**config.mk**
```make
export PLATFORM = sky130hd
export DESIGN_NAME = req_ack_responder
export DESIGN_NICKNAME = d
export VERILOG_FILES = /design/src/rtl/req_ack_responder.sv
export SDC_FILE = /design/constraint.sdc
export NUM_CORES = 1
export LEC_CHECK = 0
export CAP_MARGIN = 10
export CORE_MARGIN = 2
export CORE_UTILIZATION = 45
export CTS_CLUSTER_SIZE = 30
export DETAILED_ROUTE_END_ITERATION = 12
export PLACE_DENSITY = 0.69
export SYNTH_ARGS = -nofsm -noshare
export SYNTH_HDL_FRONTEND = slang
export SYNTH_SLANG_ARGS = --single-unit
```
**constraint.sdc**
```tcl
create_clock -name clk -period 2.31 [get_ports clk]
set_clock_uncertainty 0.2 [all_clocks]
set_input_delay 0.693 -clock clk [delete_from_list [all_inputs] [get_ports clk]]
set_output_delay 0.693 -clock clk [all_outputs]
set_load 0.02 [all_outputs]
```
**src/rtl/req_ack_responder.sv**
```systemverilog
// Request/acknowledge responder: acks every sampled req one cycle later and queues its payload
// for a valid/ready consumer. Define REQ_ACK_RESPONDER_ASSERT_EN to embed the handshake assertions.
module req_ack_responder #(
  parameter int DATA_W      = 8,
  parameter int DEPTH       = 4,
  parameter int STALL_LIMIT = 16
) (
  input  logic              clk,
  input  logic              rst,
  input  logic              req,
  input  logic [DATA_W-1:0] req_data,
  output logic              ack,
  output logic              busy,
  output logic              out_valid,
  output logic [DATA_W-1:0] out_data,
  input  logic              out_ready,
  output logic              overflow,
  output logic              stall,
  output logic [1:0]        dbg_state
);

  localparam int CNT_W = $clog2(DEPTH + 1);
  localparam int PTR_W = $clog2(DEPTH);
  localparam int SC_W  = $clog2(STALL_LIMIT + 1);

  localparam logic [CNT_W-1:0] FULL_CNT  = CNT_W'(DEPTH);
  localparam logic [SC_W-1:0]  STALL_MAX = SC_W'(STALL_LIMIT);

  typedef enum logic [1:0] {
    ST_IDLE    = 2'd0,
    ST_PRESENT = 2'd1,
    ST_STALLED = 2'd2
  } state_t;

  state_t              r_state;
  logic                r_ack;
  logic                r_overflow;
  logic                r_stall;
  logic [CNT_W-1:0]    r_count;
  logic [PTR_W-1:0]    r_wr_ptr;
  logic [PTR_W-1:0]    r_rd_ptr;
  logic [SC_W-1:0]     r_stall_cnt;
  logic [DATA_W-1:0]   r_mem [DEPTH];

  logic                w_full;
  logic                w_pop;
  logic                w_push;
  logic                w_drop;
  logic [CNT_W-1:0]    w_count_nxt;
  logic [SC_W-1:0]     w_stall_cnt_nxt;

  // Downstream handshake: the head transfers on a rising edge where out_valid && out_ready;
  // out_valid never depends on out_ready, and out_data holds until that transfer happens.
  assign w_full = (r_count == FULL_CNT);
  assign w_pop  = (r_count != '0) && out_ready;
  assign w_push = req && (!w_full || w_pop);
  assign w_drop = req && w_full && !w_pop;

  always_comb begin
    w_count_nxt = r_count;
    case ({w_push, w_pop})
      2'b10:   w_count_nxt = r_count + 1'b1;
      2'b01:   w_count_nxt = r_count - 1'b1;
      default: w_count_nxt = r_count;
    endcase
  end

  always_comb begin
    w_stall_cnt_nxt = r_stall_cnt;
    if (w_pop)
      w_stall_cnt_nxt = '0;
    else if ((r_state == ST_PRESENT) && !out_ready && (r_stall_cnt != STALL_MAX))
      w_stall_cnt_nxt = r_stall_cnt + 1'b1;
  end

  // The ack path is deliberately independent of FIFO state: a dropped request is still acked.
  always_ff @(posedge clk or posedge rst) begin
    if (rst) begin
      r_ack      <= 1'b0;
      r_overflow <= 1'b0;
    end else begin
      r_ack <= req;
      if (w_drop)
        r_overflow <= 1'b1;
    end
  end

  always_ff @(posedge clk or posedge rst) begin
    if (rst) begin
      r_wr_ptr <= '0;
      r_rd_ptr <= '0;
      r_count  <= '0;
      for (int i = 0; i < DEPTH; i++)
        r_mem[i] <= '0;
    end else begin
      if (w_push) begin
        r_mem[r_wr_ptr] <= req_data;
        r_wr_ptr        <= r_wr_ptr + 1'b1;
      end
      if (w_pop)
        r_rd_ptr <= r_rd_ptr + 1'b1;
      r_count <= w_count_nxt;
    end
  end

  // Head FSM follows the next count so PRESENT coincides with out_valid.
  always_ff @(posedge clk or posedge rst) begin
    if (rst) begin
      r_state     <= ST_IDLE;
      r_stall     <= 1'b0;
      r_stall_cnt <= '0;
    end else begin
      r_stall_cnt <= w_stall_cnt_nxt;
      case (r_state)
        ST_IDLE: begin
          if (w_count_nxt != '0)
            r_state <= ST_PRESENT;
        end
        ST_PRESENT: begin
          if (w_count_nxt == '0) begin
            r_state <= ST_IDLE;
          end else if (w_stall_cnt_nxt == STALL_MAX) begin
            r_state <= ST_STALLED;
            r_stall <= 1'b1;
          end
        end
        ST_STALLED: begin
          if (w_pop)
            r_state <= (w_count_nxt == '0) ? ST_IDLE : ST_PRESENT;
        end
        default: r_state <= ST_IDLE;
      endcase
    end
  end

  assign ack       = r_ack;
  assign busy      = w_full;
  assign out_valid = (r_count != '0);
  assign out_data  = r_mem[r_rd_ptr];
  assign overflow  = r_overflow;
  assign stall     = r_stall;
  assign dbg_state = r_state;

`ifdef REQ_ACK_RESPONDER_ASSERT_EN
  global 

  
  
  
`endif

endmodule

```
### Word level (Yosys, flattened, before mapping)

Index checks and enable logic that the tools add are counted.

| storage, ports and cells | value |
|---|---|
| input bits | 12 |
| register bits after elaboration | 49 |
| logic and storage cells | 65 |

| operators by class | value |
|---|---|
| $lt $le $gt $ge | 3 |
| bitwise operators | 3 |
| equal/unequal tests | 10 |
| mux-type cells | 15 |
| add/sub/neg operators | 5 |
| reductions and logical operators | 17 |

Operator list:

| cell | number |
|---|---|
| $bwmux 32 | 1 |
| $mux 8 | 3 |
| $bmux 8 s2 | 1 |
| $demux 8 s2 | 1 |
| $mux 5 | 2 |
| $mux 2 | 4 |
| $logic_and 1x1->1 | 7 |
| $ge 3x3->1 const B | 2 |
| $not 2->3 | 2 |
| $pmux 2 s3 | 1 |
| $pmux 3 s2 | 1 |
| $reduce_and 3->1 | 2 |
| $reduce_bool 3->1 | 2 |
| $add 5x1->5 const B | 1 |
| $eq 5x5->1 const B | 1 |
| $ne 5x5->1 const B | 1 |
| $add 2x1->2 const B | 2 |
| $eq 2x1->1 const B | 2 |
| $eq 2x2->1 const B | 2 |
| $ne 2x2->1 const B | 2 |
| $add 3x1->3 const B | 1 |
| $eq 3x3->1 const B | 1 |
| $logic_not 1->1 | 3 |
| $logic_not 3->1 | 1 |
| other kinds (7) | 7 |

### Logic depth before layout (Yosys ltp)

Gate-level depths: netlist (run 1).

| logic depth | value |
|---|---|
| word-level depth | 10 |
| depth in mapped cells | 9 |
| depth with buffers taken out | 8 |

### Worst setup path after synthesis (run 1)

OpenSTA, ideal clock, no wires.

| timing path | value |
|---|---|
| kind | in2reg |
| start | input port out_ready |
| end | register r_state[0], in the netlist dbg_state[0] |
| required time | 1987 ps |
| arrival | 2421 ps |
| buffers on the path | 1 |
| slack | -434 ps |
| stages on the path | 9 |
| setup time | 123 ps |
| cell sequence | buf_4 -> o31ai_2 -> or2_2 -> fa_1 -> nor2b_1 -> a21oi_1 -> a221o_1 -> o21ai_1 -> nor2b_4 |

| between the ends | value |
|---|---|
| longest elaborated chain between the ends | 9 |
| elaborated cells on any way between the ends | 22 |

RTL lines:

| element | line | RTL |
|---|---|---|
| from (decl) | 16 | `input logic out_ready,` |
| $logic_and 1x1->1 (*) | 55 | `assign w_pop = (r_count != '0) && out_ready;` |
| $logic_or 1x1->1 | 56 | `assign w_push = req && (!w_full \|\| w_pop);` |
| $logic_and 1x1->1 | 56 |  |
| $eq 2x1->1 or $eq 2x2->1 (tied branches) | 61 | `case ({w_push, w_pop})` |
| $pmux 3 s2 (*) | 61 |  |
| named net w_count_nxt[2] | 49 | `logic [CNT_W-1:0] w_count_nxt;` |
| $logic_not 3->1 | 120, 129 |  |
| $mux 1 | 129 | `r_state <= (w_count_nxt == '0) ? ST_IDLE : ST_PRESENT;` |
| $mux 2 | 128 | `if (w_pop)` |
| $pmux 2 s3 | 114 | `case (r_state)` |
| to (signal assigned) | 129 |  |
| to (decl) | 35 | `state_t r_state;` |

Mark *: on every way through the listed nets, which the timed path passes. The rest lies on a longest branch. The select of a mux whose other input is x is not followed.
A chain may end at the register's enable or synchronous reset.

### Final worst setup path (run 1)

| timing path | value |
|---|---|
| start | register r_rd_ptr[1] |
| end | output port out_data[5] |

| between the ends | value |
|---|---|
| longest elaborated chain between the ends | 4 |

RTL lines:

| element | line | RTL |
|---|---|---|
| from (decl) | 41 | `logic [PTR_W-1:0] r_rd_ptr;` |
| from (signal assigned) | 101 | `r_rd_ptr <= r_rd_ptr + 1'b1;` |
| $not 2->3 (implied by the code) | 139 | `assign out_data = r_mem[r_rd_ptr];` |
| $bmux 8 s2 | 139 |  |
| $mux 8 (implied by the code) (2 in a row) | 139 |  |
| to (decl) | 15 | `output logic [DATA_W-1:0] out_data,` |

No other way between the ends. The select of a mux whose other input is x is not followed.

==> results of run 1 <==
==> cell type report <==
class,count,area (um2)
inverter,9,33.8
fill,396,2060
timing repair buffer,55,499
multi-input combinational,113,1170
sequential,49,1230
clock inverter,2,10.0
clock buffer,6,72.6
tap,70,87.6
==> worst paths after layout <==
kind	start	end	slack (ns)	cells past startpoint
max	r_rd_ptr[1]	out_data[5]	-0.12	4
min	overflow	overflow	0.28	1
max reg2reg	r_count[0]	dbg_state[1]	0.01	8
min reg2reg	overflow	overflow	0.28	1
max in group asynchronous	rst	r_count[2]	1.12	3
min in group asynchronous	rst	ack	0.40	2
==> stage by stage <==
stage,TNS [ns],cell area [um2],utilization
finish,-0.642,3110,0.601
global route,-1.31,3110,0.601
CTS,-0.642,3030,0.586
detailed placement,-15.72,2920,0.564
global placement,-13.10,2920,0.564
floorplan,-0.915,2480,-
==> power breakdown <==
| part | internal [W] | leakage [nW] | switching [W] |
|---|---|---|---|
| registers | 0.00125 | 0.584 | 0.000267 |
| logic | 0.00125 | 0.723 | 0.000962 |
| clock network | 0.000210 | 0.0450 | 0.000263 |
==> state kept, by name (all words and copies together), names as in the netlist <==
name and count:
ack 1, dbg_state 2, overflow 1, r_count 3, r_mem 32, r_rd_ptr 2, r_stall_cnt 5, r_wr_ptr 2
stall 1
==> logic make-up (layout without fill, tap and decap cells) <==
logic type / count (synthesis) / count (layout) / share of synthesized area
XOR/XNOR: 7 / 7 / 0.0250
multiplexers: 43 / 43 / 0.233
flip-flops: 49 / 49 / 0.499
AO/OA/AOI/OAI: 23 / 23 / 0.0703
adder cells (fa/ha/maj): 7 / 7 / 0.0387
AND/OR/NAND/NOR: 33 / 33 / 0.0998
buffers and inverters: 16 / 72 / 0.0341
==> per-layer routing <==
layer  wire [um]  track usage  share of wire  vias to the layer above
met3         215       0.0407          0.043                       14
li1            -            -              -                      758
met1        2150        0.215           0.43                      845
met4         114       0.0786          0.023                        0
met2        2550        0.311           0.51                       54
met5           0            0              0                        -
==> synthesized netlist by cell type (2+ instances only) <==
cell type / n
nor3_1: 2
inv_1: 9
o21ai_0: 4
o21ai_1: 2
mux2_2: 16
mux2_1: 17
mux2i_1: 2
or3_4: 2
mux4_2: 8
buf_6: 2
nor2b_1: 2
buf_4: 2
xor2_1: 2
o21bai_1: 2
ha_1: 6
xnor2_1: 5
dfrtp_1: 49
nor2_1: 6
a21oi_1: 2
nand2_2: 4
clkbuf_1: 2
nand2_1: 6
nand3_1: 2
==> worst max-delay path, cell delays in order (launching register included) <==
cell     delay (ns)
dfrtp_1        0.38
buf_6          0.12
buf_4          0.10
mux4_2         0.49
buf_6          0.15
==> timing repair <==
action                                  4_1_cts  5_1_grt
endpoints found under the setup margin       42       13
gates resized for setup                      57       20
setup buffers                                 8        5
pin swaps                                     6        7
==> results.yml, run 1 <==
run:
  max_capacitance_violation_total: 0
routing:
  dr.pass1.iters: 4
  route.detailed.drc: 0
  post_drt_wl_per_cell_um: 16.5
  drt.antenna.violating_nets: 0
  initialDrtViolationCount: 56
  post_drt_via_cell_ratio: 5.50
  route.vias.total: 1671
  wire_length_after_detailed_routing_um: 5030
cells_and_area:
  layout_common_cells: "dfrtp_1 (46), buf_4 (24), mux2_1 (17)"
  final-instance-count-excl-fill: 304
  layout_commonest_cell: "dfrtp_1"
  antenna_cells: 0
  syn2layout_area_growth_pct: 26.5
  nNetsFinal: 252
  post_route_cells_drive_above_1_share: 0.410
floorplan:
  initial_utilization: 0.475
  dieWidth_um: 77.9
  floorplan.die.height_um: 77.9
  placement_rows: 26
  die-area_um2: 6070
  fp.coreArea_um2: 5170
  top_level_ports: 27
grt:
  antenna_violations_before_repair: 0
  grt_remaining_overflow: 0
  first_global_vias: 1814
  maximum_number_of_pins_on_one_net_before_global_route_repair: 34
  grt_first_pass_wirelength_um: 8510
  gr-usage-all-layers: 0.180
worst_setup_path:
  critical_path_required_ns: 1.42
  timing_worst_setup_path_type: "reg -> out"
  crit_path_start_kind: "flop"
  timing.critical_path.arrival_ns: 1.54
  critical_path.endpoint_type: "output pin"
  path_max_fanout: 4
clock_network:
  clockRootBuffer: "clkbuf_8"
  cts-buffers-inserted: 5
  tritoncts: "built"
  clockBufferDepth: 2
  cts.sinks: 49
  clk-insertion-delay-late_ns: 0.30
  htreeDepth: 2
  clk_pin_slew_worst_paths_ns: 0.08
  post_cts_hold_buffer_count: 0
place:
  dp_worst_setup_slack_ns: -0.844
  dpl.cell_count: 285
  dp_hpwl_um: 3610
  place_congestion: 0.756
  io_buffers: 26
yosys:
  synth.top_cells.by_area: "dfrtp_1 (50%), mux2_1 (7.8%), mux2_2 (7.3%)"
  ys_types: 47
  synth_edf_count: 0
  synth.yosys.warnings: 0
  synth_top_cell_by_area: "dfrtp_1"
  postSynthAreaPerCell_um2: 13.8
  synth-seq-area-share: 0.499
  syn_inst: 178
  postSynthNetCount: 197
  synth_top_flop_cell: "dfrtp_1"
  asr_flop_ratio_synth: 1.00
  ys_ff_latch: 49
  synthesis.area_um2: 2460
  yosys.area.top_type_share: 0.499
status:
  outcome: "finished with violations"
  failed_checks: "negative setup slack"
sta:
  timing_max_transition_violations_final: 0
  final_period_minus_worst_setup_slack_ns: 2.43
  clock.fmax_mhz: 412
  timing.final.crit_share: 1.05
  hold_ws_ns: 0.284
  slew_headroom: 0.771
  post-route-worst-setup-slack_ns: -0.119
  rsz_0062_raised_after_global_routing: "yes"
  setup_viol: 9
  hold_viol_final: 0
  max_slew.worst_pin.slew_ns: 0.340
power_and_ir_drop:
  power.density_nw_per_um2: 1350
  totalPowerFinal_w: 0.00420
  static-leakage-power_nw: 1.35
  peakVddDrop_v: 0.000653
hold_path:
  min_path_type: "reg -> reg"
No activity file was read; power rests on OpenSTA's default activity.
==> run 2: changes to the inputs <==
--- a/config.mk
+++ b/config.mk
@@ -10,7 +10,7 @@
 export CORE_UTILIZATION = 45
 export CTS_CLUSTER_SIZE = 30
 export DETAILED_ROUTE_END_ITERATION = 12
-export PLACE_DENSITY = 0.69
+export PLACE_DENSITY = 0.78
 export SYNTH_ARGS = -nofsm -noshare
 export SYNTH_HDL_FRONTEND = slang
 export SYNTH_SLANG_ARGS = --single-unit
==> run 2 against run 1 <==
Against the previous run: the flow still finishes with violations (negative setup slack); die area unchanged; sequential cell count unchanged; combinational power decreased by 5%; first-iteration DRC count increased by 8.9%; clock-buffer cell count unchanged; core utilization increased by 0.19 points; routed wire length decreased by 8.1%; global-route usage decreased by 1.3 points; via count decreased by 6.8%; critical endpoint is now out_data[6].
==> results.yml, run 2 (synthesized netlist as in run 1, its figures left out) <==
run:
  max_capacitance_violation_total: 0
worst_setup_path:
  critical_path.endpoint_type: "output pin"
  path_max_fanout: 7
  crit_path_start_kind: "flop"
  cpPeakStageDelay_ns: 0.52
  regToRegSetupSlack_ns: -0.03
  cp_cell_sequence: "buf_12 -> mux4_2 -> buf_6"
  cpLargestDelayFamily: "multiplexers"
  timing.rr.start: "r_count[1]"
  worst_setup_path_startpoint: "r_rd_ptr[1]"
  worstRegToRegCells: 9
  critical_path_required_ns: 1.42
  timing.critical_path.arrival_ns: 1.52
  cp.buffers_inverters: 2
  cp.depth: 3
  timing_worst_setup_path_type: "reg -> out"
  crit_slowest_cell: "mux4_2"
clock_network:
  clockRootBuffer: "clkbuf_8"
  htreeDepth: 2
  cts.sinks: 49
  tritoncts: "built"
  clk_pin_slew_worst_paths_ns: 0.09
  cts-buffers-inserted: 5
  clk-insertion-delay-late_ns: 0.30
  post_cts_hold_buffer_count: 0
  clockBufferDepth: 2
cells_and_area:
  nNetsFinal: 246
  layout_commonest_cell: "dfrtp_1"
  antenna_cells: 0
  syn2layout_area_growth_pct: 26.9
  max_flop_register: "r_mem"
  final-instance-count-excl-fill: 298
  layout_common_cells: "dfrtp_1 (47), buf_4 (19), mux2_1 (17)"
  total_area_of_multi_input_combinational_cells_um2: 1180
  biggestRegsByFlops: "r_mem (32), r_stall_cnt (5), r_count (3)"
  sequential_cell_area_um2: 1230
  post_route_cells_drive_above_1_share: 0.395
  n_fill_cell: 395
  largest_register_ff_count: 32
sta:
  hold_viol_final: 0
  totalNegativeSetupSlack_ns: -0.713
  timing_max_transition_violations_final: 0
  setup_viol: 10
  final_period_minus_worst_setup_slack_ns: 2.41
  rsz_0062_raised_after_global_routing: "yes"
  clock.fmax_mhz: 414
  timing.final.crit_share: 1.05
  slew_headroom: 0.787
  max_slew.worst_pin.slew_ns: 0.316
  post-route-worst-setup-slack_ns: -0.104
status:
  failed_checks: "negative setup slack"
  outcome: "finished with violations"
floorplan:
  floorplan.die.height_um: 77.9
  initial_utilization: 0.475
  fp.coreArea_um2: 5170
  placement_rows: 26
  top_level_ports: 27
  die-area_um2: 6070
  dieWidth_um: 77.9
power_and_ir_drop:
  power.density_nw_per_um2: 1360
  peakVddDrop_v: 0.000643
  static-leakage-power_nw: 1.34
  totalPowerFinal_w: 0.00425
  p_clk_frac: 0.151
  comb_power_share: 0.495
  cellInternalPower_w: 0.00278
  power_switching_w: 0.00147
  sequential_share_of_power: 0.354
  swShare: 0.345
routing:
  topRoutingLayerUsed: "met4"
  wire_length_after_detailed_routing_um: 4620
  dr.pass1.iters: 4
  routed-wl-met3_um: 164
  met2RoutedLength_um: 2290
  wirelength_met1_um: 2100
  initialDrtViolationCount: 61
  post_drt_wl_per_cell_um: 15.5
  post_drt_via_cell_ratio: 5.23
  route.detailed.drc: 0
  route.vias.total: 1558
  drt.antenna.violating_nets: 0
hold_path:
  min_path_type: "reg -> reg"
  whs_path_depth: 1
  holdCritStartpoint: "overflow"
place:
  io_buffers: 26
  dp_hpwl_um: 3050
  dpl.cell_count: 285
  dp_worst_setup_slack_ns: -0.800
  place_congestion: 0.753
grt:
  grt_remaining_overflow: 0
  antenna_violations_before_repair: 0
  maximum_number_of_pins_on_one_net_before_global_route_repair: 50
  grt_first_pass_wirelength_um: 7890
  first_global_vias: 1632
  gr-usage-all-layers: 0.167
-- run 2: cell types whose count changed in the layout (fill, tap and decap cells not counted), sizes merged --
cell / previous run / this run
buf: 40 / 33
bufinv: 0 / 1
clkdlybuf4s15: 0 / 1
clkinv: 2 / 0
clkinvlp: 0 / 1
dlygate4sd2: 2 / 1
dlymetal6s2s: 0 / 1
-- run 2: per-stage QoR --
stage	util	hold slack (ns)	area, um2
finish	0.603	0.281	3120
global route	0.603	0.307	3120
CTS	0.599	0.287	3100
detailed placement	0.569	0.262	2940
global placement	0.569	0.246	2940
floorplan	-	0.259	2480
-- run 2: final timing paths --
path                                     end
min in group asynchronous                ack
worst min register to register      overflow
worst max register to register  dbg_state[1]
max in group asynchronous         r_count[0]
worst min-delay path                overflow
worst max-delay path             out_data[6]
-- run 2: worst register-to-register path: stages, from the launching register on --
cell and delay (ns):
dfrtp_2 0.42, buf_6 0.12, o31ai_4 0.05, or2_4 0.26
fa_2 0.36, nor2b_2 0.17, a21oi_2 0.05, a221o_1 0.34
o21bai_1 0.19, o21ai_1 0.08
-- run 2: area by class of cell --
class,count,area share
Tap cell,70,0.0281
Inverter,9,0.0108
Multi-Input combinational cell,113,0.378
Clock inverter,2,0.0120
Sequential cell,49,0.394
Timing Repair Buffer,49,0.151
Clock buffer,6,0.0265
-- run 2: routing by layer --
layer | GRT usage | up-vias
li1 | - | 743
met4 | 0.0589 | 0
met3 | 0.0384 | 7
met1 | 0.225 | 781
met2 | 0.266 | 27
met5 | 0 | -
-- run 2: power groups by stage --
stage                     logic (W)  registers (W)  clock network [W]
after floorplan             0.00136        0.00144                  0
after CTS                   0.00209        0.00151           0.000656
final                       0.00211        0.00150           0.000642
after global placement      0.00196        0.00150                  0
after detailed placement    0.00200        0.00153                  0
after global routing        0.00228        0.00156           0.000690
-- run 2: what timing repair did --
item	CTS	global route
endpoints found under the setup margin	22	13
setup buffers	5	1
gates resized for setup	63	5
gates cloned	0	0
pin swaps	6	3
==> run 3: changes to the inputs <==
--- a/config.mk
+++ b/config.mk
@@ -10,6 +10,7 @@
 export CORE_UTILIZATION = 45
 export CTS_CLUSTER_SIZE = 30
 export DETAILED_ROUTE_END_ITERATION = 12
+export HOLD_SLACK_MARGIN = 0.03
 export PLACE_DENSITY = 0.78
 export SYNTH_ARGS = -nofsm -noshare
 export SYNTH_HDL_FRONTEND = slang
==> results of run 3 <==
Same layout as run 2: the final DEF is identical, and so are final timing and power.
